===== src/rtl/aes_sched_pkg.sv =====
// Shared types and sizes for the AES S-box scheduler.
// Job selector, FSM state encoding and the byte counts of the two job kinds.
package aes_sched_pkg;

    typedef enum logic {
        ST,
        KW
    } req_sel_t;

    typedef enum logic [1:0] {
        IDLE,
        BUSY,
        DONE
    } sched_state_t;

    localparam int STATE_BYTES = 16;
    localparam int WORD_BYTES  = 4;

endpackage


===== src/rtl/AES_SBOX.sv =====
// Single AES forward S-box lane: GF(2^8) inverse followed by the affine map.
// The inverse is x^254, built from a short square-and-multiply chain.
module AES_SBOX (
    input  logic [7:0] a_i,
    output logic [7:0] s_o
);

    function automatic logic [7:0] gmul(input logic [7:0] a, input logic [7:0] b);
        logic [7:0] p;
        logic [7:0] x;
        p = 8'h00;
        x = a;
        for (int i = 0; i < 8; i++) begin
            if (b[i]) p = p ^ x;
            x = {x[6:0], 1'b0} ^ (x[7] ? 8'h1b : 8'h00);
        end
        return p;
    endfunction

    // 254 = 240 + 12 + 2; zero maps to zero without a special case
    function automatic logic [7:0] ginv(input logic [7:0] a);
        logic [7:0] x2, x3, x12, x15, x240;
        x2   = gmul(a, a);
        x3   = gmul(x2, a);
        x12  = gmul(gmul(x3, x3), gmul(x3, x3));
        x15  = gmul(x12, x3);
        x240 = gmul(x15, x15);
        x240 = gmul(x240, x240);
        x240 = gmul(x240, x240);
        x240 = gmul(x240, x240);
        return gmul(gmul(x240, x12), x2);
    endfunction

    function automatic logic [7:0] affine(input logic [7:0] b);
        return b ^ {b[6:0], b[7]} ^ {b[5:0], b[7:6]} ^ {b[4:0], b[7:5]}
                 ^ {b[3:0], b[7:4]} ^ 8'h63;
    endfunction

    assign s_o = affine(ginv(a_i));

endmodule


===== src/rtl/aes_sbox_lanes.sv =====
// NUM_SBOX parallel S-box lanes, purely combinational.
// Lane j maps din_i byte j to dout_o byte j.
module aes_sbox_lanes #(
    parameter int NUM_SBOX = 4
) (
    input  logic [NUM_SBOX*8-1:0] din_i,
    output logic [NUM_SBOX*8-1:0] dout_o
);

    for (genvar j = 0; j < NUM_SBOX; j++) begin : g_lane
        AES_SBOX u_sbox (
            .a_i (din_i[8*j +: 8]),
            .s_o (dout_o[8*j +: 8])
        );
    end

endmodule


===== src/rtl/aes_sbox_scheduler.sv =====
// Shares NUM_SBOX S-box lanes between state (SubBytes) and key-word (SubWord) jobs.
// Optional macro AES_SBOX_SCHED_KW_PRIO_EN gives key expansion strict priority.
module aes_sbox_scheduler
    import aes_sched_pkg::*;
#(
    parameter int NUM_SBOX = 4
) (
    input  logic         clk,
    input  logic         rst_n,
    input  logic         st_req_valid,
    output logic         st_req_ready,
    input  logic [127:0] st_req_data,
    output logic         st_rsp_valid,
    input  logic         st_rsp_ready,
    output logic [127:0] st_rsp_data,
    input  logic         kw_req_valid,
    output logic         kw_req_ready,
    input  logic [31:0]  kw_req_data,
    output logic         kw_rsp_valid,
    input  logic         kw_rsp_ready,
    output logic [31:0]  kw_rsp_data
);

    localparam int LANE_W   = NUM_SBOX * 8;
    localparam int ST_BEATS = STATE_BYTES / NUM_SBOX;
    localparam int KW_BEATS = WORD_BYTES / NUM_SBOX;
    localparam int BEAT_W   = $clog2(ST_BEATS) + 1;

    sched_state_t       state_q, state_d;
    req_sel_t           job_sel_q, job_sel_d;
    req_sel_t           last_grant_q, last_grant_d;
    logic [BEAT_W-1:0]  beat_q, beat_d;
    logic [127:0]       buf_q, buf_d;

    logic [LANE_W-1:0]  lane_in, lane_out;
    logic               gnt_st, gnt_kw, last_beat, idle;

    assign lane_in = buf_q[int'(beat_q)*LANE_W +: LANE_W];

    aes_sbox_lanes #(.NUM_SBOX(NUM_SBOX)) u_lanes (
        .din_i  (lane_in),
        .dout_o (lane_out)
    );

`ifdef AES_SBOX_SCHED_KW_PRIO_EN
    assign gnt_kw = kw_req_valid;
`else
    assign gnt_kw = kw_req_valid & (~st_req_valid | (last_grant_q == ST));
`endif
    assign gnt_st = st_req_valid & ~gnt_kw;

    assign last_beat = (beat_q == BEAT_W'((job_sel_q == ST) ? ST_BEATS - 1 : KW_BEATS - 1));
    assign idle      = rst_n && (state_q == IDLE);

    // A requester that loses arbitration sees ready low so only the winner handshakes
    assign st_req_ready = idle & ~(st_req_valid & gnt_kw);
    assign kw_req_ready = idle & ~(kw_req_valid & gnt_st);

    assign st_rsp_valid = rst_n && (state_q == DONE) && (job_sel_q == ST);
    assign kw_rsp_valid = rst_n && (state_q == DONE) && (job_sel_q == KW);
    assign st_rsp_data  = st_rsp_valid ? buf_q : '0;
    assign kw_rsp_data  = kw_rsp_valid ? buf_q[31:0] : '0;

    always_comb begin
        state_d      = state_q;
        job_sel_d    = job_sel_q;
        last_grant_d = last_grant_q;
        beat_d       = beat_q;
        buf_d        = buf_q;
        case (state_q)
            IDLE: begin
                if (gnt_st || gnt_kw) begin
                    job_sel_d    = gnt_kw ? KW : ST;
                    last_grant_d = gnt_kw ? KW : ST;
                    beat_d       = '0;
                    buf_d        = gnt_kw ? {96'b0, kw_req_data} : st_req_data;
                    state_d      = BUSY;
                end
            end
            BUSY: begin
                buf_d[int'(beat_q)*LANE_W +: LANE_W] = lane_out;
                beat_d = beat_q + 1'b1;
                if (last_beat) state_d = DONE;
            end
            DONE: begin
                if ((job_sel_q == ST && st_rsp_ready) || (job_sel_q == KW && kw_rsp_ready))
                    state_d = IDLE;
            end
            default: state_d = IDLE;
        endcase
    end

    always_ff @(posedge clk) begin
        if (!rst_n) begin
            state_q      <= IDLE;
            job_sel_q    <= ST;
            last_grant_q <= ST;
            beat_q       <= '0;
            buf_q        <= '0;
        end else begin
            state_q      <= state_d;
            job_sel_q    <= job_sel_d;
            last_grant_q <= last_grant_d;
            beat_q       <= beat_d;
            buf_q        <= buf_d;
        end
    end

endmodule

===== config.mk =====
export PLATFORM = sky130hd
export DESIGN_NAME = aes_sbox_scheduler
export DESIGN_NICKNAME = d
export VERILOG_FILES = /design/src/rtl/aes_sched_pkg.sv /design/src/rtl/AES_SBOX.sv /design/src/rtl/aes_sbox_lanes.sv /design/src/rtl/aes_sbox_scheduler.sv
export SDC_FILE = /design/constraint.sdc
export NUM_CORES = 2
export LEC_CHECK = 0
export CORE_ASPECT_RATIO = 0.7
export CORE_MARGIN = 3
export CORE_UTILIZATION = 35
export DETAILED_ROUTE_END_ITERATION = 12
export GPL_ROUTABILITY_DRIVEN = 0
export HOLD_SLACK_MARGIN = 0.12
export PLACE_DENSITY = 0.5
export SLEW_MARGIN = 5
export SYNTH_ARGS = -nofsm -noshare
export SYNTH_HDL_FRONTEND = slang
export SYNTH_SLANG_ARGS = --single-unit

===== constraint.sdc =====
create_clock -name clk -period 21.9 [get_ports clk]
set_input_delay 6.57 -clock clk [delete_from_list [all_inputs] [get_ports clk]]
set_output_delay 6.57 -clock clk [all_outputs]
set_load 0.05 [all_outputs]

==> flow_metrics.env <==
export IMPL_grt_pass1_vias=46200
export IMPL_synth_cell_area_sq_mm=0.0537
export IMPL_crit_path_start_kind="register"
export IMPL_synth_seq_cells=134
export IMPL_row_count=119
export IMPL_numCtsBuffers=17
export IMPL_drive_gt1_share_pct=11.6
export IMPL_critPathMaxStageDelay_ns=0.69
export IMPL_grt_pass1_wl_um=286000
export IMPL_synth_area_leaders="xnor2_1 (18%), xnor3_1 (13%), nor2_1 (6.4%)"
export IMPL_drt_vias_per_instance=5.51
export IMPL_cp_max_fo=13
export IMPL_ys_types=130
export IMPL_timing_hold_worst_class="reg2reg"
export IMPL_cts_root_buf="clkbuf_16"
export IMPL_critical_path_buf_inv_count=4
export IMPL_tritoncts="done"
export IMPL_fin_crit_sh_pct=94.5
export IMPL_endpoint_kind="register"
export IMPL_fin_util_pct=40.3
export IMPL_ctsHtreeMaxLevel=4
export IMPL_yosys_area_top_type="xnor2_1"
export IMPL_syn_to_final_growth_pct=13.7
export IMPL_critPathTopFamily="XOR/XNOR gates"
export IMPL_cp_arrival_ns=21.02
export IMPL_synthesis_nets=7018
export IMPL_cpMostUsedCell="xnor3_1"
export IMPL_layout_min_cycle_time_ns=20.70
export IMPL_holdWs_ns=0.485
export IMPL_max_slew_margin_pct=18.9
export IMPL_die_h_um=334
export IMPL_required_ns=22.22
export IMPL_insertion_delay_ns=0.44
export IMPL_synth_edff_count=0
export IMPL_synth_ff_type="dfxtp_1"
export IMPL_die_area_sq_mm=0.158
export IMPL_pre_cts_slack_ns=-0.279
export IMPL_ios=330
export IMPL_max_cap_violations=0
export IMPL_grt_antenna_before_repair=16
export IMPL_cts_hold_buf=0
export IMPL_clk_pin_slew_ns=0.07
export IMPL_dr_total_vias=49700
export IMPL_core_sq_mm=0.151
export IMPL_hpwl_um=142000
export IMPL_ctsLongestPathBuffers=2
export IMPL_numPortBuffers=329
export IMPL_ys_async_sr_fraction_pct=0
export IMPL_drcViolationCount=0
export IMPL_dr_pass1_iters=6
export IMPL_routedWlPerCell_um=20.7
export IMPL_final_hold_viol_count=0
export IMPL_crit_type="reg2reg"
export IMPL_status="complete, no violations"
export IMPL_die_w_um=474
export IMPL_worst_slack_ns=1.20
export IMPL_drtIter0Drc=4508
export IMPL_cts_num_sinks=134
export IMPL_ant_nets=0
export IMPL_slew_viol_final=0
export IMPL_layout_nets=7190
export IMPL_synth_seq_area_share_pct=5.00
export IMPL_synth_top_area_share_pct=18.3
export IMPL_worstMarginPinSlew_ns=1.21
export IMPL_setup_viol=0
export IMPL_skew_ns=0.0177
export IMPL_routed_wl_um=187000
export IMPL_yosysWarnings=0
export IMPL_grt_max_degree=81
export IMPL_grt_ovfl_total=0
export IMPL_fmax_mhz=48.3
export IMPL_syn_inst=6821
export IMPL_grt_usage_pct=22.5
export IMPL_initial_utilization_pct=35.4
export IMPL_crit_slowest_cell="xnor3_1"
export IMPL_fin_area_sq_mm=0.0610
export IMPL_place_area_sq_mm=0.0593
export IMPL_avgSynthCellArea_sq_um=7.87
path summary, 6_finish.rpt:
check                              start                      end  slack [ns]  cells after the start
setup reg to reg  beat_q[1]$_SDFFE_PN0P_  buf_q[113]$_SDFFE_PN0P_        1.20                     63
hold reg to reg   buf_q[77]$_SDFFE_PN0P_   buf_q[77]$_SDFFE_PN0P_        0.48                      2
hold / removal    buf_q[77]$_SDFFE_PN0P_   buf_q[77]$_SDFFE_PN0P_        0.48                      2
setup / recovery  beat_q[1]$_SDFFE_PN0P_  buf_q[113]$_SDFFE_PN0P_        1.20                     63
routing by layer:
layer	part of all wire, %	track usage (%)	vias up
met1	49	34.9	24100
li1	-	-	23800
met4	2.3	5.24	8
met3	6.7	2.51	135
met5	0.026	0	-
met2	42	32.6	1685
tightest hold or removal path, cell delays in order (launching register included):
cell and delay (ns):
dfxtp_1 0.32, nand2_1 0.06, a221oi_1 0.06
synthesized netlist by cell type (all sizes together) (13+ instances only):
library cell / instances
a32oi: 13
a22oi: 24
or2: 27
nand3: 137
a211oi: 71
a31oi: 45
ha: 31
o21a: 30
xor3: 64
nor3: 176
o22ai: 49
xnor2: 1234
nor2: 929
nand2: 667
a21oi: 355
buf: 218
and2: 229
dfxtp: 134
inv: 109
nand4: 16
a311oi: 22
a2111oi: 29
o21ai: 241
nor4: 40
o221ai: 37
nor2b: 71
a211o: 13
xor2: 404
o31ai: 20
mux2i: 180
o211a: 21
clkbuf: 266
mux2: 35
nand2b: 80
or3: 54
a221oi: 33
nor3b: 28
a21boi: 18
xnor3: 330
nand3b: 28
mux4: 36
a21o: 17
and3: 42
o211ai: 36
o311ai: 18
registers in the layout (all words and copies together), names as in the netlist:
signal and cells:
beat_q 3, buf_q 128, last_grant_q 1, state_q 2
cell usage in the layout (no fill, tap or decap), types with 41 or more instances in the layout:
cell type	netlist	routed
a211oi_1	64	64
a21oi_1	351	351
a31oi_1	43	43
and2_1	223	222
and3_1	41	41
buf_4	49	301
clkdlybuf4s50_1	0	328
dfxtp_1	134	131
inv_1	89	87
mux2i_1	175	175
nand2_1	663	662
nand2b_1	80	80
nand3_1	135	135
nor2_1	921	918
nor2b_1	71	70
nor3_1	171	170
o21ai_0	197	197
o21ai_1	44	42
o22ai_1	49	49
or3_1	52	52
xnor2_1	1120	1062
xnor2_2	99	141
xnor3_1	306	296
xor2_1	372	357
xor3_1	53	48
stage by stage:
stage          setup TNS, ns  std cells
2_1_floorplan              0       6821
6_report                   0       9015
3_5_place_dp           -3.73       8941
3_3_place_gp           -2.76       8941
5_1_grt              -0.0238       9011
4_1_cts                    0       8973
repair_timing:
item | in CTS | in global routing
gates resized for setup | 3 | 118
endpoints found under the setup margin | 32 | 128
buffers inserted | 0 | 27
cloned | 0 | 2
pin swaps | 0 | 10
cells by family after synthesis:
family	Yosys count	share of synthesized area, %
simple gates	2565	22.3
compound gates	1209	15.3
xor+xnor	2032	45.9
flops	134	5.00
fa+ha+maj	31	0.723
mux	251	5.64
buf+inv	599	5.19
layout make-up:
type / count / area, sq um
fill: 15500 / 90400
multi-input combinational: 6090 / 49200
timing repair buffer: 635 / 5630
sequential: 134 / 2690
tap: 1996 / 2500
clock buffer: 19 / 443
inverter: 115 / 435
clock inverter: 13 / 98.8
antenna: 13 / 32.5
Power is not shown: default switching activity piles up to over one toggle a cycle in this logic, so the estimate is an artifact.
